### src/rtl/mem_arb_pkg.sv
// Shared types, widths and the round-robin search used by the memory/lock arbiter.
// The lock-entry struct is sized by LADR_W below; the top's LADR_W must match it.
package mem_arb_pkg;

  localparam int unsigned LADR_W = 10;
  localparam int unsigned DATA_W = 16;
  localparam int unsigned OWN_W  = 8;
  localparam int unsigned MAX_C  = 32;

  typedef struct packed {
    logic              valid;
    logic [OWN_W-1:0]  owner;
    logic [LADR_W-1:0] adr;
  } lock_entry_t;

  // Index of the first set bit at or after ptr (wrapping at n), or -1 when req is empty.
  function automatic int rr_search(input logic [MAX_C-1:0] req, input int unsigned ptr,
                                   input int unsigned n);
    int          sel;
    int unsigned idx;
    sel = -1;
    for (int unsigned k = 0; k < MAX_C; k++) begin
      idx = ptr + k;
      if (idx >= n) idx = idx - n;
      if (k < n && sel < 0 && idx < MAX_C && req[idx]) sel = int'(idx);
    end
    return sel;
  endfunction

endpackage

### src/rtl/rr_pick.sv
// Round-robin one-hot picker: first requester at or after ptr, wrapping at C-1.
module rr_pick
  import mem_arb_pkg::*;
#(
  parameter int unsigned C = 8,
  localparam int unsigned PTR_W = (C > 1) ? $clog2(C) : 1
) (
  input  logic [C-1:0]     req,
  input  logic [PTR_W-1:0] ptr,
  output logic [C-1:0]     gnt,
  output logic [PTR_W-1:0] gnt_idx,
  output logic             any
);

  logic [MAX_C-1:0] req_ext;
  int               sel;

  always_comb begin
    req_ext        = '0;
    req_ext[C-1:0] = req;
    sel            = rr_search(req_ext, 32'(ptr), C);
    gnt            = '0;
    gnt_idx        = '0;
    any            = 1'b0;
    if (sel >= 0) begin
      any     = 1'b1;
      gnt_idx = PTR_W'(sel);
      for (int unsigned i = 0; i < C; i++) gnt[i] = (sel == int'(i));
    end
  end

endmodule

### src/rtl/mem_lock_arbiter.sv
// Round-robin main-memory arbiter with a per-core lock/unlock unit.
// Define MEM_LOCK_ARB_LOCK_EN to build the lock table; otherwise lock_ac just acknowledges.
module mem_lock_arbiter #(
  parameter int unsigned C      = 8,
  parameter int unsigned LOCK_N = 4,
  parameter int unsigned LADR_W = mem_arb_pkg::LADR_W
) (
  input  logic                                  clk,
  input  logic                                  reset_n,
  input  logic [C-1:0]                          rd_req,
  input  logic [C-1:0]                          wr_req,
  input  logic [C-1:0][mem_arb_pkg::DATA_W-1:0] rd_adr,
  input  logic [C-1:0][mem_arb_pkg::DATA_W-1:0] wr_adr,
  input  logic [C-1:0][mem_arb_pkg::DATA_W-1:0] wr_dat,
  output logic [C-1:0]                          mem_ac,
  output logic [mem_arb_pkg::DATA_W-1:0]        mem_adr,
  output logic [mem_arb_pkg::DATA_W-1:0]        mem_wdat,
  output logic                                  mem_we,
  input  logic [C-1:0][LADR_W-1:0]              lock_adr,
  input  logic [C-1:0]                          lock_en,
  input  logic [C-1:0]                          unlock_en,
  output logic [C-1:0]                          lock_ac
);
  import mem_arb_pkg::*;

  localparam int unsigned PTR_W = (C > 1) ? $clog2(C) : 1;

  function automatic logic [PTR_W-1:0] ptr_next(input logic [PTR_W-1:0] idx);
    return (idx == PTR_W'(C - 1)) ? '0 : idx + PTR_W'(1);
  endfunction

  // ---------------- memory arbitration ----------------
  logic [C-1:0]      wr_first, mem_cand, mem_gnt;
  logic [PTR_W-1:0]  mem_gidx, rr_mem_q, rr_mem_d;
  logic              mem_any, gnt_is_wr;
  logic [C-1:0]      wr_done_q, wr_done_d;
  logic [C-1:0]      mem_ac_q, mem_ac_d;
  logic              mem_we_q, mem_we_d;
  logic [DATA_W-1:0] mem_adr_q, mem_adr_d, mem_wdat_q, mem_wdat_d;

  // wr_done marks a core whose write went out while its read is still pending.
  assign wr_first = wr_req & ~(wr_done_q & rd_req);
  assign mem_cand = (rd_req | wr_first) & ~mem_ac_q;

  rr_pick #(
    .C(C)
  ) u_mem_pick (
    .req    (mem_cand),
    .ptr    (rr_mem_q),
    .gnt    (mem_gnt),
    .gnt_idx(mem_gidx),
    .any    (mem_any)
  );

  always_comb begin
    gnt_is_wr  = wr_first[mem_gidx];
    mem_ac_d   = mem_any ? mem_gnt : '0;
    mem_we_d   = mem_any & gnt_is_wr;
    mem_adr_d  = mem_adr_q;
    mem_wdat_d = mem_wdat_q;
    rr_mem_d   = rr_mem_q;
    wr_done_d  = wr_done_q & rd_req;
    if (mem_any) begin
      mem_adr_d           = gnt_is_wr ? wr_adr[mem_gidx] : rd_adr[mem_gidx];
      mem_wdat_d          = wr_dat[mem_gidx];
      rr_mem_d            = ptr_next(mem_gidx);
      wr_done_d[mem_gidx] = gnt_is_wr & rd_req[mem_gidx];
    end
  end

  always_ff @(posedge clk) begin
    if (!reset_n) begin
      mem_ac_q   <= '0;
      mem_we_q   <= 1'b0;
      mem_adr_q  <= '0;
      mem_wdat_q <= '0;
      rr_mem_q   <= '0;
      wr_done_q  <= '0;
    end else begin
      mem_ac_q   <= mem_ac_d;
      mem_we_q   <= mem_we_d;
      mem_adr_q  <= mem_adr_d;
      mem_wdat_q <= mem_wdat_d;
      rr_mem_q   <= rr_mem_d;
      wr_done_q  <= wr_done_d;
    end
  end

  assign mem_ac   = mem_ac_q;
  assign mem_we   = mem_we_q;
  assign mem_adr  = mem_adr_q;
  assign mem_wdat = mem_wdat_q;

  // ---------------- lock / unlock ----------------
  logic [C-1:0]     lock_req, lock_gnt, lock_ac_q, lock_ac_d;
  logic [PTR_W-1:0] lock_gidx, rr_lock_q, rr_lock_d;
  logic             lock_any;

`ifdef MEM_LOCK_ARB_LOCK_EN
  lock_entry_t  tbl_q [LOCK_N];
  lock_entry_t  tbl_d [LOCK_N];
  logic [C-1:0] unl_pend, lk_own, lk_taken, lk_ok;
  logic         unl_mode, free_any;
  int unsigned  free_idx;

  // Unlocks pre-empt locks; locks that cannot be granted are filtered before the picker.
  always_comb begin
    unl_pend = unlock_en & ~lock_ac_q;
    unl_mode = |unl_pend;
    free_any = 1'b0;
    free_idx = 0;
    lk_own   = '0;
    lk_taken = '0;
    for (int unsigned n = LOCK_N; n > 0; n--) begin
      if (!tbl_q[n-1].valid) begin
        free_any = 1'b1;
        free_idx = n - 1;
      end
    end
    for (int unsigned i = 0; i < C; i++) begin
      for (int unsigned n = 0; n < LOCK_N; n++) begin
        if (tbl_q[n].valid && tbl_q[n].adr == lock_adr[i]) begin
          lk_taken[i] = 1'b1;
          if (tbl_q[n].owner == OWN_W'(i)) lk_own[i] = 1'b1;
        end
      end
    end
    lk_ok    = lk_own | (~lk_taken & {C{free_any}});
    lock_req = unl_mode ? unl_pend : (lock_en & ~lock_ac_q & lk_ok);
  end

  always_comb begin
    tbl_d = tbl_q;
    if (lock_any) begin
      if (unl_mode) begin
        for (int unsigned n = 0; n < LOCK_N; n++) begin
          if (tbl_q[n].valid && tbl_q[n].owner == OWN_W'(lock_gidx) &&
              tbl_q[n].adr == lock_adr[lock_gidx]) begin
            tbl_d[n] = '0;
          end
        end
      end else if (!lk_own[lock_gidx]) begin
        tbl_d[free_idx] = '{valid: 1'b1, owner: OWN_W'(lock_gidx), adr: lock_adr[lock_gidx]};
      end
    end
  end

  always_ff @(posedge clk) begin
    for (int unsigned n = 0; n < LOCK_N; n++) begin
      if (!reset_n) tbl_q[n] <= '0;
      else          tbl_q[n] <= tbl_d[n];
    end
  end
`else
  logic unused_lock_adr;
  assign unused_lock_adr = ^lock_adr;
  assign lock_req        = (lock_en | unlock_en) & ~lock_ac_q;
`endif

  rr_pick #(
    .C(C)
  ) u_lock_pick (
    .req    (lock_req),
    .ptr    (rr_lock_q),
    .gnt    (lock_gnt),
    .gnt_idx(lock_gidx),
    .any    (lock_any)
  );

  assign lock_ac_d = lock_any ? lock_gnt : '0;
  assign rr_lock_d = lock_any ? ptr_next(lock_gidx) : rr_lock_q;

  always_ff @(posedge clk) begin
    if (!reset_n) begin
      lock_ac_q <= '0;
      rr_lock_q <= '0;
    end else begin
      lock_ac_q <= lock_ac_d;
      rr_lock_q <= rr_lock_d;
    end
  end

  assign lock_ac = lock_ac_q;

endmodule

### config.mk
export PLATFORM = sky130hd
export DESIGN_NAME = mem_lock_arbiter
export DESIGN_NICKNAME = d
export VERILOG_FILES = /design/src/rtl/mem_arb_pkg.sv /design/src/rtl/rr_pick.sv /design/src/rtl/mem_lock_arbiter.sv
export SDC_FILE = /design/constraint.sdc
export NUM_CORES = 1
export LEC_CHECK = 0
export CAP_MARGIN = 30
export CORE_AREA = 2 2 212 214
export CTS_BUF_LIST = sky130_fd_sc_hd__clkbuf_16
export DETAILED_ROUTE_END_ITERATION = 16
export DIE_AREA = 0 0 214 216
export DONT_BUFFER_PORTS = 1
export GPL_ROUTABILITY_DRIVEN = 0
export PLACE_DENSITY_LB_ADDON = 0.15
export RECOVER_POWER = 100
export SLEW_MARGIN = 0
export SYNTH_ARGS = -nofsm -noshare
export SYNTH_HDL_FRONTEND = slang
export SYNTH_SLANG_ARGS = --single-unit
### constraint.sdc
create_clock -name clk -period 5.66 [get_ports clk]
set_input_delay 1.698 -clock clk [delete_from_list [all_inputs] [get_ports clk]]
set_output_delay 1.698 -clock clk [all_outputs]
set_load 0.01 [all_outputs]
==> flow_summary.yaml <==
clock_tree:
  cts-root-buf: "clkbuf_16"
  cts_sinks: 63
  cts_max_level: 3
  cts_made_buffers: 9
  clock_path_buffers: 2
  cts_tree: "done"
  path_clk_slew_ns: 0.05
  clk_latency_ns: 0.35
final_layout:
  nNetsFinal: 1555
  finish.utilization: 0.204
  n_fill_cell: 4947
  drive_gt1_frac: 0.163
  instances_no_fill: 1646
  final_cell_mix: "232 x nand2_1, 83 x buf_4, 69 x a21oi_1"
  register_area_um2: 1260
  final_area_um2: 8940
  multi_input_area_um2: 5720
  area_growth_pct: 21.9
  final_common_cell: "nand2_1"
yosys:
  synth_top_cell_by_area: "dfxtp_1"
  avgSynthCellArea_um2: 7.24
  yosys_warnings: 0
  synth-xor-area-share: 0.00478
  ys_seq_area_frac: 0.172
  synthAdderAreaFrac: 0.0239
  synth_flop_cell: "dfxtp_1"
  yosysTopAreaCellShare: 0.172
  synth_top_family_by_area: "compound AO/OA/AOI/OAI gates"
  synth_mux_area_frac: 0.161
  synth_area_leaders: "dfxtp_1 17%, nand2_1 12%, mux2i_1 8.6%"
  synthesis.nets: 1524
  yosys.area_share.simple: 0.239
  yosysUniqueCellTypes: 76
  synth_edf_count: 0
  syn_inst: 1012
  async_flop_share: 0
  ys_ff_latch: 63
  syn-cell-area_um2: 7330
  synth_compound_area_frac: 0.345
route:
  drt_iter0_drc: 683
  drt-vias-per-instance: 5.19
  routed_wirelength_um: 43400
  vias: 8541
  wl_per_cell_um: 26.4
  drc: 0
  firstDrtPassIters: 8
  ant_nets: 0
timing:
  finalSetupViolations: 0
  final_max_slew_viol_count: 0
  period_needed_ns: 5.38
  period_share: 0.951
  hold_viol: 0
  relSlewSlack: 0.325
  whs_ns: 0.477
  fmax_mhz: 186
  fin_skew_ns: 0.0154
  worstMarginPinSlew_ns: 1.01
  rsz0062_at_grt: "no"
worst_hold_path:
  hp-class: "reg -> reg"
  whs_path_depth: 2
  hold_start: "wr_done_q[7]"
worst_setup_path:
  crit_type: "in -> reg"
  path_max_fanout: 8
  r2r_cells: 17
  startpoint: "rd_req[0]"
  worstSetupEndpointType: "flop"
  startpoint_type: "input port"
  r2r_start: "rr_mem_q[0]"
  crit_required_ns: 5.87
  worstPathArrival_ns: 5.60
grt:
  grt_pass1_wl_um: 60800
  antenna_found_initial: 11
  grtUsageTotal: 0.180
  grt_pass1_vias: 8512
  grt-ovfl-total: 0
  grt_max_degree: 52
placement:
  dpl_cell_area_um2: 8710
  io_buffers: 0
  placed_cells: 1624
  dp_hpwl_um: 35800
die:
  initial_core_util: 0.167
  io_pins: 547
  core_um2: 43800
  die-area_um2: 46200
  num_rows: 77
  die_x_um: 214
  die_h_um: 216
outcome:
  status: "finished, final reports clean"
flow_run:
  drv_cap: 0
[path summary, 6_finish.rpt]
check                                    end  slack [ns]
worst max-delay path            wr_done_q[2]        0.28
worst min register to register  wr_done_q[7]        0.48
worst max register to register  wr_done_q[2]        0.57
worst min-delay path            wr_done_q[7]        0.48
[cells by family after synthesis]
kind of cell,count (synthesis)
simple gates,399
fa+ha+maj,14
mux,94
buf+inv,98
xor+xnor,4
compound gates,340
flops,63
[per-stage QoR]
stage	TNS, ns	setup WS (ns)
floorplan	0	0.504
global placement	-0.578	-0.299
detailed placement	-0.666	-0.297
CTS	0	0.0669
global route	0	0.0360
finish	0	0.278
[cell type report]
cell class | count | area share
diodes | 6 | 0.00168
clock buffers | 9 | 0.0252
clock inverters | 7 | 0.00532
inverters | 12 | 0.00504
multi-input cells | 851 | 0.640
flip-flops and latches | 63 | 0.141
well taps | 592 | 0.0829
repair buffers | 106 | 0.0985
[flip-flops by register name (all words and copies together), names as in the netlist]
| signal | cells |
|---|---|
| mem_adr | 16 |
| mem_wdat | 16 |
| lock_ac | 8 |
| mem_ac | 8 |
| wr_done_q | 8 |
| rr_lock_q | 3 |
| rr_mem_q | 3 |
| mem_we | 1 |
[layer usage]
layer  share of wire  track usage
met5               0            0
met4           0.024       0.0594
met3           0.069       0.0389
met2            0.48        0.303
met1            0.43        0.229
[what timing repair did]
action | CTS | global route
resized for setup | 0 | 2
hold buffers | 0 | 0
setup buffers | 0 | 0
endpoints found under the setup margin | 0 | 1
[cells in the mapped netlist (3+ instances only)]
library cell,n
nor2b_1,18
nand4_1,8
a222oi_1,41
buf_2,20
o21a_1,5
nand2b_1,4
inv_1,10
buf_1,10
o211ai_1,8
nor2_1,51
a22oi_1,17
dfxtp_1,63
mux2_2,13
a31o_2,3
clkbuf_1,55
or2_2,3
o221ai_1,13
and2_1,9
o22ai_1,22
nor3_1,16
nand3_1,31
ha_1,14
mux2i_1,63
o21bai_1,16
and3_1,11
a22o_1,5
a21boi_0,5
o311a_1,3
a21oi_1,69
o21ai_0,35
a31oi_1,7
nor3b_1,3
a221oi_1,24
a211oi_1,6
nand2_1,233
mux4_2,18
o32a_1,3
a211o_1,15
o21ai_1,4
o21ba_2,7
[worst max-delay path, cell delays in order]
cell and delay (ns):
o21bai_1 0.08, buf_4 0.17, mux4_2 0.50, and2_0 0.19, or4_1 0.50, o311a_1 0.14, and3_1 0.24, clkbuf_4 0.14
nor3_1 0.27, buf_4 0.28, clkbuf_1 0.45, nand2_1 0.23, o221ai_1 0.26, a2111o_1 0.24, buf_12 0.13, mux2i_1 0.07
Power is not shown: default switching activity piles up to over one toggle a cycle in this logic, so the estimate is an artifact.
